## config.mk

```make
export PLATFORM = sky130hd
export DESIGN_NAME = htif_tohost
export DESIGN_NICKNAME = d
export VERILOG_FILES = /design/src/rtl/htif_tohost.sv
export SDC_FILE = /design/constraint.sdc
export NUM_CORES = 1
export LEC_CHECK = 0
export ABC_AREA = 1
export CAP_MARGIN = 20
export CORE_MARGIN = 2
export CORE_UTILIZATION = 45
export CTS_BUF_LIST = sky130_fd_sc_hd__clkbuf_16
export CTS_CLUSTER_SIZE = 25
export DETAILED_ROUTE_END_ITERATION = 6
export PLACE_DENSITY_LB_ADDON = 0.2
export SLEW_MARGIN = 20
export SYNTH_ARGS = -nofsm -noshare
export SYNTH_HDL_FRONTEND = slang
export SYNTH_SLANG_ARGS = --single-unit
export TNS_END_PERCENT = 30
```

## constraint.sdc

```tcl
create_clock -name CLK -period 1.45 [get_ports CLK]
set_input_delay 0.29 -clock CLK [delete_from_list [all_inputs] [get_ports CLK]]
set_output_delay 0.29 -clock CLK [all_outputs]
set_load 0.01 [all_outputs]
```

## src/rtl/htif_tohost.sv

```systemverilog
// HTIF tohost/fromhost device: decodes core stores into exit pulses, console bytes
// and bad-command pulses, and answers reads of both mailbox words.
module htif_tohost #(
  parameter int                 ADDR_W        = 32,
  parameter logic [ADDR_W-1:0]  TOHOST_ADDR   = 32'h8000_1000,
  parameter logic [ADDR_W-1:0]  FROMHOST_ADDR = 32'h8000_1040
) (
  input  logic              CLK,
  input  logic              RSTn,
  input  logic              req_valid,
  output logic              req_ready,
  input  logic              req_we,
  input  logic [ADDR_W-1:0] req_addr,
  input  logic [31:0]       req_wdata,
  output logic              resp_valid,
  output logic [31:0]       resp_rdata,
  output logic              tohost_we,
  output logic [31:0]       tohost,
  output logic              con_valid,
  input  logic              con_ready,
  output logic [7:0]        con_data,
  output logic              bad_cmd
);

  localparam logic [15:0] PUTCHAR_TAG = 16'h0101;
  localparam logic [31:0] CON_ACK     = 32'h0101_0001;

  typedef enum logic [1:0] {IDLE, CONS, HALT} state_t;

  state_t      state_q, state_d;
  logic        run_q;
  logic [31:0] tohost_q, tohost_q_d;
  logic [31:0] fromhost_q, fromhost_d;
  logic        resp_valid_d;
  logic [31:0] resp_rdata_d;
  logic        tohost_we_d;
  logic [31:0] tohost_d;
  logic        con_valid_d;
  logic [7:0]  con_data_d;
  logic        bad_cmd_d;
  logic        accept;
  logic        hit_to, hit_from;

  // run_q keeps req_ready low while reset is asserted, then opens on the first clock.
  assign req_ready = run_q && (state_q != CONS);
  assign accept    = req_valid && req_ready;
  assign hit_to    = (req_addr == TOHOST_ADDR);
  assign hit_from  = (req_addr == FROMHOST_ADDR);

  always_ff @(posedge CLK or negedge RSTn) begin
    if (!RSTn) begin
      state_q    <= IDLE;
      run_q      <= 1'b0;
      tohost_q   <= '0;
      fromhost_q <= '0;
      resp_valid <= 1'b0;
      resp_rdata <= '0;
      tohost_we  <= 1'b0;
      tohost     <= '0;
      con_valid  <= 1'b0;
      con_data   <= '0;
      bad_cmd    <= 1'b0;
    end else begin
      state_q    <= state_d;
      run_q      <= 1'b1;
      tohost_q   <= tohost_q_d;
      fromhost_q <= fromhost_d;
      resp_valid <= resp_valid_d;
      resp_rdata <= resp_rdata_d;
      tohost_we  <= tohost_we_d;
      tohost     <= tohost_d;
      con_valid  <= con_valid_d;
      con_data   <= con_data_d;
      bad_cmd    <= bad_cmd_d;
    end
  end

  always_comb begin
    state_d      = state_q;
    tohost_q_d   = tohost_q;
    fromhost_d   = fromhost_q;
    resp_valid_d = accept;
    resp_rdata_d = '0;
    tohost_we_d  = 1'b0;
    tohost_d     = tohost;
    con_valid_d  = con_valid;
    con_data_d   = con_data;
    bad_cmd_d    = 1'b0;

    if (accept && !req_we) begin
      if (hit_to)        resp_rdata_d = tohost_q;
      else if (hit_from) resp_rdata_d = fromhost_q;
    end

    if (accept && req_we && hit_from) fromhost_d = req_wdata;

    // Putchar is tested before the exit bit: console bytes may legitimately be odd.
    if (accept && req_we && hit_to && state_q == IDLE) begin
      if (req_wdata == 32'h0) begin
        tohost_q_d = '0;
      end else if (req_wdata[31:16] == PUTCHAR_TAG) begin
        tohost_q_d  = req_wdata;
        con_valid_d = 1'b1;
        con_data_d  = req_wdata[7:0];
        state_d     = CONS;
      end else if (req_wdata[0]) begin
        tohost_q_d  = req_wdata;
        tohost_we_d = 1'b1;
        tohost_d    = req_wdata;
        state_d     = HALT;
      end else begin
        tohost_q_d = '0;
        bad_cmd_d  = 1'b1;
      end
    end

    if (state_q == CONS && con_valid && con_ready) begin
      con_valid_d = 1'b0;
      tohost_q_d  = '0;
      fromhost_d  = CON_ACK;
      state_d     = IDLE;
    end
  end

endmodule

```

Word level (Yosys, flattened, before mapping)
Cells that the tools add are included.

Logic and storage cells: 66. Output and inout bits: 77. Flip-flop bits (word level): 143.

Bitwise logic cells: 2. Muxes and demuxes: 27. Eq/ne operators: 6. Reductions and logical operators: 20.

Operators by type and width (count): $mux W32 (10); $eq A32 B32 Y1 const B (2); $logic_not A32 Y1 (1); $eq A16 B9 Y1 const B (1); $mux W1 (12); $mux W2 (5); $logic_and A1 B1 Y1 (9); $reduce_and A3 Y1 (3); $reduce_bool A2 Y1 (3); $ne A2 B1 Y1 const B (2); $reduce_and A4 Y1 (1); $reduce_bool A3 Y1 (1); $eq A2 B1 Y1 const B (1); $logic_not A2 Y1 (1); $not A1 Y1 (2); $logic_not A1 Y1 (1).

Depth between registers and ports, before layout
Gate-level depths: netlist (run 1).

Depth in word-level cells: 8. Depth in mapped cells: 11. Gate-level depth less buffers: 10.

Worst setup path after synthesis (run 1)
OpenSTA, ideal clock, no wires.

Path kind: reg2reg. Start point: reg state_q[0]. End point: reg tohost_q[18]. Setup time: 0.119 ns. Data arrival time: 1.344 ns. Cell stages (with the launch flop): 10. Slack: -0.012 ns. Path through: dfrtp_1 > nand2_1 > nand3_1 > nor3_2 > inv_2 > nor2_4 > nor2_1 > clkbuf_1 > nand2_1 > nand2_1.

Longest elaborated chain between the ends: 7. Elaborated cells on any way between the ends: 12. Those cells by class: eq/ne: 2; mux: 1; reduce/logical: 9.

Ends and longest elaborated chain: from (decl) (RTL line 30) `state_t state_q, state_d;`; from (signal assigned) (RTL line 64) `state_q <= state_d;`; $ne A2 B1 Y1 (RTL line 45) `assign req_ready = run_q && (state_q != CONS);`; $logic_and A1 B1 Y1 (RTL line 45); $logic_and A1 B1 Y1 (RTL line 46) `assign accept = req_valid && req_ready;`; $logic_and A1 B1 Y1 (3 in series) (RTL line 98) `if (accept && req_we && hit_to && state_q == IDLE) begin`; $reduce_bool A2 Y1 (no source line); to (signal assigned) (RTL line 66) `tohost_q <= tohost_q_d;`; to (decl) (RTL line 32) `logic [31:0] tohost_q, tohost_q_d;`.

Several ways; a longest one is shown, not always the timed one. A chain may end at the register's enable or synchronous reset.

Worst setup path in the final report (run 1)
Start point: in req_addr[6]. End point: reg tohost[22].

Longest elaborated chain between the ends: 4.

Ends and longest elaborated chain: from (decl) (RTL line 13) `input logic [ADDR_W-1:0] req_addr,`; $eq A32 B32 Y1 (RTL line 47) `assign hit_to = (req_addr == TOHOST_ADDR);`; $logic_and A1 B1 Y1 (2 in series) (RTL line 98); $reduce_and A4 Y1 (no source line); to (signal assigned) (RTL line 71) `tohost <= tohost_d;`; to (decl) (RTL line 18) `output logic [31:0] tohost,`.

No other way between the ends.

==> results of run 1 <==
stage by stage:
stage	power [mW]	hold slack [ps]
after floorplan	4.19	-5.59
after global placement	4.64	152
after detailed placement	4.66	154
after CTS	9.02	274
after global routing	9.32	291
final	9.05	280
layer usage:
| layer | GRT usage | up-vias | routed length (µm) |
|---|---|---|---|
| li1 | - | 2872 | - |
| met1 | 0.361 | 3074 | 8430 |
| met2 | 0.412 | 358 | 10400 |
| met3 | 0.0730 | 54 | 1930 |
| met4 | 0.0898 | 0 | 689 |
| met5 | 0 | - | 0 |
cell usage in the layout, fill, tap and decap left out, types with 2 or more instances in the layout:
master and n:
inv_2 13, buf_8 3, nor2_1 40, dlymetal6s2s_1 26, nor2_2 10, nand3_1 26, clkinv_4 3, clkinv_2 3
a21oi_1 22, nor2_4 8, buf_2 2, o21ai_0 4, a21oi_2 12, nand2_4 12, buf_6 11, dfrtp_1 143
inv_1 44, nor4_1 2, buf_4 64, buf_12 17, clkdlybuf4s15_1 7, clkdlybuf4s50_1 41, clkinvlp_4 3, nand3_2 10
nand2_1 279, nand3_4 4, o21ai_1 10, dlygate4sd2_1 67, o21ai_2 2, nand4_1 41, nand2_2 35, nor3_4 2
nor3_1 4, clkbuf_16 26, bufinv_16 3
cell type report:
cell class | instances | area share
flip-flops and latches | 143 | 0.359
repair buffers | 251 | 0.270
multi-input cells | 525 | 0.266
clock buffers | 17 | 0.0427
well taps | 176 | 0.0221
inverters | 57 | 0.0217
clock inverters | 15 | 0.0171
kinds of logic (layout without fill, tap and decap cells):
kind of cell / Yosys count / in the layout / share of synthesized area
DFF: 143 / 143 / 0.575
other: 1 / 1 / 0.000602
buffers and inverters: 98 / 340 / 0.0645
and+or+nand+nor: 474 / 474 / 0.320
AOI/OAI and AO/OA: 50 / 50 / 0.0402
final timing paths:
path | end | from | cells after the start
hold reg to reg | tohost[0]$_DFFE_PN0P_ | tohost[0]$_DFFE_PN0P_ | 2
setup / recovery | tohost[22]$_DFFE_PN0P_ | req_addr[6] | 11
setup reg to reg | tohost_q[12]$_DFFE_PN0P_ | state_q[0]$_DFFE_PN0P_ | 10
max in group asynchronous | fromhost_q[23]$_DFFE_PN0P_ | RSTn | 3
hold / removal | resp_rdata[2]$_DFF_PN0_ | RSTn | 2
min in group CLK | tohost[0]$_DFFE_PN0P_ | tohost[0]$_DFFE_PN0P_ | 2
timing repair:
action,in CTS,in global routing
cloned,2,12
hold endpoints to repair,95,0
gates resized for setup,111,163
pin swaps,9,40
buffers inserted,2,11
hold buffers,1,0
endpoints found under the setup margin,206,142
flip-flops by register name, indices dropped and copies added, names as in the netlist:
name	count
tohost_we	1
resp_rdata	32
resp_valid	1
tohost_q	32
state_q	2
run_q	1
con_valid	1
tohost	32
con_data	8
fromhost_q	32
bad_cmd	1
power groups by stage:
stage / combinational (mW) / clock, mW / sequential [mW]
global placement: 0.576 / 0 / 4.07
detailed placement: 0.589 / 0 / 4.07
floorplan: 0.116 / 0 / 4.07
CTS: 0.602 / 4.43 / 4.00
global route: 0.674 / 4.66 / 3.99
finish: 0.624 / 4.43 / 4.00
worst max-delay path, cell delays in order:
cell	delay (ps)
clkdlybuf4s50_1	440
inv_1	120
nand3_1	100
nor2_2	150
nand2_2	80
nor2_4	190
nand4_1	140
buf_6	180
clkbuf_16	180
nand2_2	60
nand2_1	50
==> flow_summary.ini, run 1 <==
[outcome]
status = finished, violations left
failed_checks = setup timing

[logic_synthesis]
synth_area_leader_cell = dfrtp_1
netlist_instances = 766
synth_most_common_cell = nand2_1
syn_area_um2 = 6230
avgSynthCellArea_um2 = 8.13
synth.distinct_cells = 22
yosys_warnings = 0
synth_top_area_frac = 0.575
yosysSeqAreaShare = 0.575
ys_ff_latch = 143
async_flop_share = 1.00
syn_nets = 835
yosys_most_used_dff = dfrtp_1
synth_area_leaders = dfrtp_1 (57%), nand2_1 (20%), nand4_1 (4.1%)
synth_edf_count = 0
ys_top_cells_by_count = nand2_1 (324), dfrtp_1 (143), nor2_1 (54), inv_1 (50), nand4_1 (41)

[sta]
fin_crit_sh = 1.16
drv_slew = 0
skew_ps = 7.76
hold_violations = 0
fmax_mhz = 596
final.setup.worst_slack_ps = -227
grt_setup_unrepaired = yes
setup_viol = 140
fin_crit_ps = 1680
fin_setup_tns_ps = -19120

[floorplanning]
die_area_um2 = 14800
dieHeight_um = 122
io_pins = 146
die_x_um = 122
core_um2 = 13400
start_util = 0.465
row_count = 42

[power_and_ir_drop]
switching_share = 0.228
switching_power_mw = 2.07
worst_ir_drop_vdd_mv = 0.613
p_leak_nw = 5.49
p_comb_frac = 0.069
internal_power_mw = 6.98
pwr-share-seq = 0.441
power_density_nw_per_um2 = 909
pwr-share-clk = 0.490

[layout]
final_area_um2 = 9960
diodes = 0
final_cell_count_no_fill = 1184
syn2layout_area_growth_pct = 59.9
drive_above_1_share = 0.247
regArea_um2 = 3580
final_core_util = 0.743
n_fill_cell = 946
multi_input_area_um2 = 2650
nNetsFinal = 1064

[routing]
vias = 6358
viasPerCell = 5.37
ant_nets = 0
first_pass_iters = 6
drcViolationCount = 0
drt_iter0_drc = 634
wl_per_cell_um = 18.1
drt_wl_total_um = 21400

[grt]
track_usage = 0.265
grt_max_degree = 43
grt_first_pass_wirelength_um = 30100
overflow = 0
first_global_vias = 6032
antenna_found_initial = 0

[placement]
placed_cell_area_um2 = 8490
placed_cells = 1126
routabilityCongestion = 0.863
pre_cts_ws_ps = -529
port-buffer-count = 145
dp_hpwl_um = 12500

[critical_path]
startpoint_type = input pin
end_kind = flip-flop
worstPathArrival_ps = 1990
critPathKind = input pin to flip-flop
worst-path-max-fanout = 8
required_ps = 1770
reg2reg_slack_ps = -160

[clocking]
clk_pin_slew_ps = 60
htree_levels = 4
clock_latency_ps = 430
cts_made_buffers = 17
cts_tree = done
max-clock-path-buffers = 2
cts.sinks = 143
cts-root-buf = clkbuf_16

[run]
maxCapViolations = 0

[hold_path]
hold_class = input pin to asynchronous set/reset pin
(Power assumes the default switching activity.)
==> inputs of run 2 (changes only) <==
--- a/config.mk
+++ b/config.mk
@@ -8,7 +8,7 @@
 export ABC_AREA = 1
 export CAP_MARGIN = 20
 export CORE_MARGIN = 2
-export CORE_UTILIZATION = 45
+export CORE_UTILIZATION = 50
 export CTS_BUF_LIST = sky130_fd_sc_hd__clkbuf_16
 export CTS_CLUSTER_SIZE = 25
 export DETAILED_ROUTE_END_ITERATION = 6
==> constraint.sdc (replaced) <==
create_clock -name CLK -period 1.65 [get_ports CLK]
set_input_delay 0.33 -clock CLK [delete_from_list [all_inputs] [get_ports CLK]]
set_output_delay 0.33 -clock CLK [all_outputs]
set_load 0.01 [all_outputs]
==> run 2 against run 1 <==
The run still ends with setup timing left. Critical endpoint is now fromhost_q[13]$_DFFE_PN0P_. Final cell count down 2.7%. Combinational power down 19%. Critical path type unchanged. Clock-buffer cell count unchanged. Largest cell class unchanged. Critical path depth down 1. Power down 9.6%.
==> flow_summary.ini, run 2 (synthesis results as in run 1) <==
[clocking]
max-clock-path-buffers = 2
cts_made_buffers = 17
clock_latency_ps = 420
cts-root-buf = clkbuf_16
cts.sinks = 143
htree_levels = 4
clk_pin_slew_ps = 60
cts_tree = done

[outcome]
status = finished, violations left
failed_checks = setup timing

[grt]
track_usage = 0.287
grt_max_degree = 58
overflow = 0
first_global_vias = 6051
antenna_found_initial = 0
grt_first_pass_wirelength_um = 29600

[floorplanning]
row_count = 40
start_util = 0.516
die_x_um = 116
core_um2 = 12100
io_pins = 146
dieHeight_um = 116
die_area_um2 = 13400

[hold_path]
hold_class = input pin to asynchronous set/reset pin

[sta]
hold_violations = 0
hold_ws_ps = 329
fin_crit_sh = 1.06
fin_crit_ps = 1740
drv_slew = 0
final.setup.worst_slack_ps = -94.0
setup_viol = 16
skew_ps = 4.80
grt_setup_unrepaired = yes
fmax_mhz = 573

[critical_path]
worst-path-max-fanout = 20
r2r-end = fromhost_q[13]$_DFFE_PN0P_
required_ps = 1910
crit_chain = clkdlybuf4s50_1 > nand2_1 > nor2_1 > nand2_1 > nor2_2 > buf_4 > nand3_4 > buf_6 > nand3_1 > o21ai_0
critPathKind = input pin to flip-flop
rr_worst_depth = 8
path_common_cell = nand2_1
max_stage_delay_ps = 490
crit_path_top_delay_cell = clkdlybuf4s50_1
worstPathArrival_ps = 2010
startpoint_type = input pin
end_kind = flip-flop
reg2reg_slack_ps = -40
rr_startpoint = state_q[0]$_DFFE_PN0P_

[layout]
n_fill_cell = 777
diodes = 0
syn2layout_area_growth_pct = 51.2
nNetsFinal = 1040
final_area_um2 = 9420
drive_above_1_share = 0.176
final_common_cell = nand2_1
final_core_util = 0.781
layout_common_cells = nand2_1 (316), dfrtp_1 (143), clkdlybuf4s50_1 (87)
final_cell_count_no_fill = 1152

[run]
maxCapViolations = 0

[power_and_ir_drop]
worst_ir_drop_vdd_mv = 0.695
power_density_nw_per_um2 = 869
p_leak_nw = 5.26

[placement]
placed_cell_area_um2 = 8350
pre_cts_ws_ps = -445
routabilityCongestion = 0.858
dp_hpwl_um = 12600
port-buffer-count = 145
placed_cells = 1108

[routing]
drcViolationCount = 0
drt_wl_total_um = 20100
drt_iter0_drc = 530
vias = 6188
first_pass_iters = 5
wl_per_cell_um = 17.4
viasPerCell = 5.37
ant_nets = 0
[run 2: changes by cell type in the layout (fill, tap and decap cells not counted), moves of 12 or more]
cell / change
o21ai_0: +12
clkdlybuf4s50_1: +46
dlygate4sd2_1: -41
nand2_2: -26
nand2_1: +37
[run 2: critical path: cells and delay by family]
kind,cells,cell delay [ps]
AOI/OAI and AO/OA,1,170
and+or+nand+nor,6,670
buffers and inverters,3,820
[run 2: power breakdown]
group          leakage [nW]  internal (mW)  switching [mW]
Combinational          2.98          0.239           0.266
Sequential             1.97           3.51         0.00113
Clock                 0.310           2.68            1.49
Total                  5.26           6.43            1.76
[run 2: worst max-delay path by stage]
stage | start | to | slack, ps
after CTS | state_q[0]$_DFFE_PN0P_ | req_ready | -5
after global routing | req_addr[25] | fromhost_q[13]$_DFFE_PN0P_ | -170
after floorplan | state_q[0]$_DFFE_PN0P_ | tohost_q[18]$_DFFE_PN0P_ | 190
final | req_addr[31] | fromhost_q[13]$_DFFE_PN0P_ | -90
after detailed placement | req_addr[31] | con_data[3]$_DFFE_PN0P_ | -450
after global placement | req_addr[8] | con_data[7]$_DFFE_PN0P_ | -360
[run 2: area by class of cell]
class	count	area, µm²	area share
clock inverters	15	216	0.0230
repair buffers	227	2350	0.250
flip-flops and latches	143	3580	0.380
inverters	57	214	0.0227
clock buffers	17	425	0.0452
well taps	168	210	0.0223
multi-input cells	525	2420	0.257
[run 2: layer usage]
layer,wire length [µm],vias to the layer above,global-route usage
met4,548,0,0.0932
met2,9970,326,0.468
met3,1880,54,0.0612
li1,-,2827,-
met1,7660,2981,0.388
met5,0,-,0
[run 2: stage by stage]
step	TNS, ps	power, mW
2_1_floorplan	0	3.68
3_3_place_gp	-43070	4.05
3_5_place_dp	-50960	4.06
4_1_cts	-4.69	8.18
5_1_grt	-7090	8.42
6_report	-243	8.19
[run 2: what timing repair did]
action                                  in CTS  in global routing
gates resized for setup                     33                 80
pin swaps                                    2                 25
gates cloned                                 0                  6
hold endpoints to repair                    18                  0
hold buffers                                 1                  0
buffers inserted                             2                  3
endpoints found under the setup margin      42                140
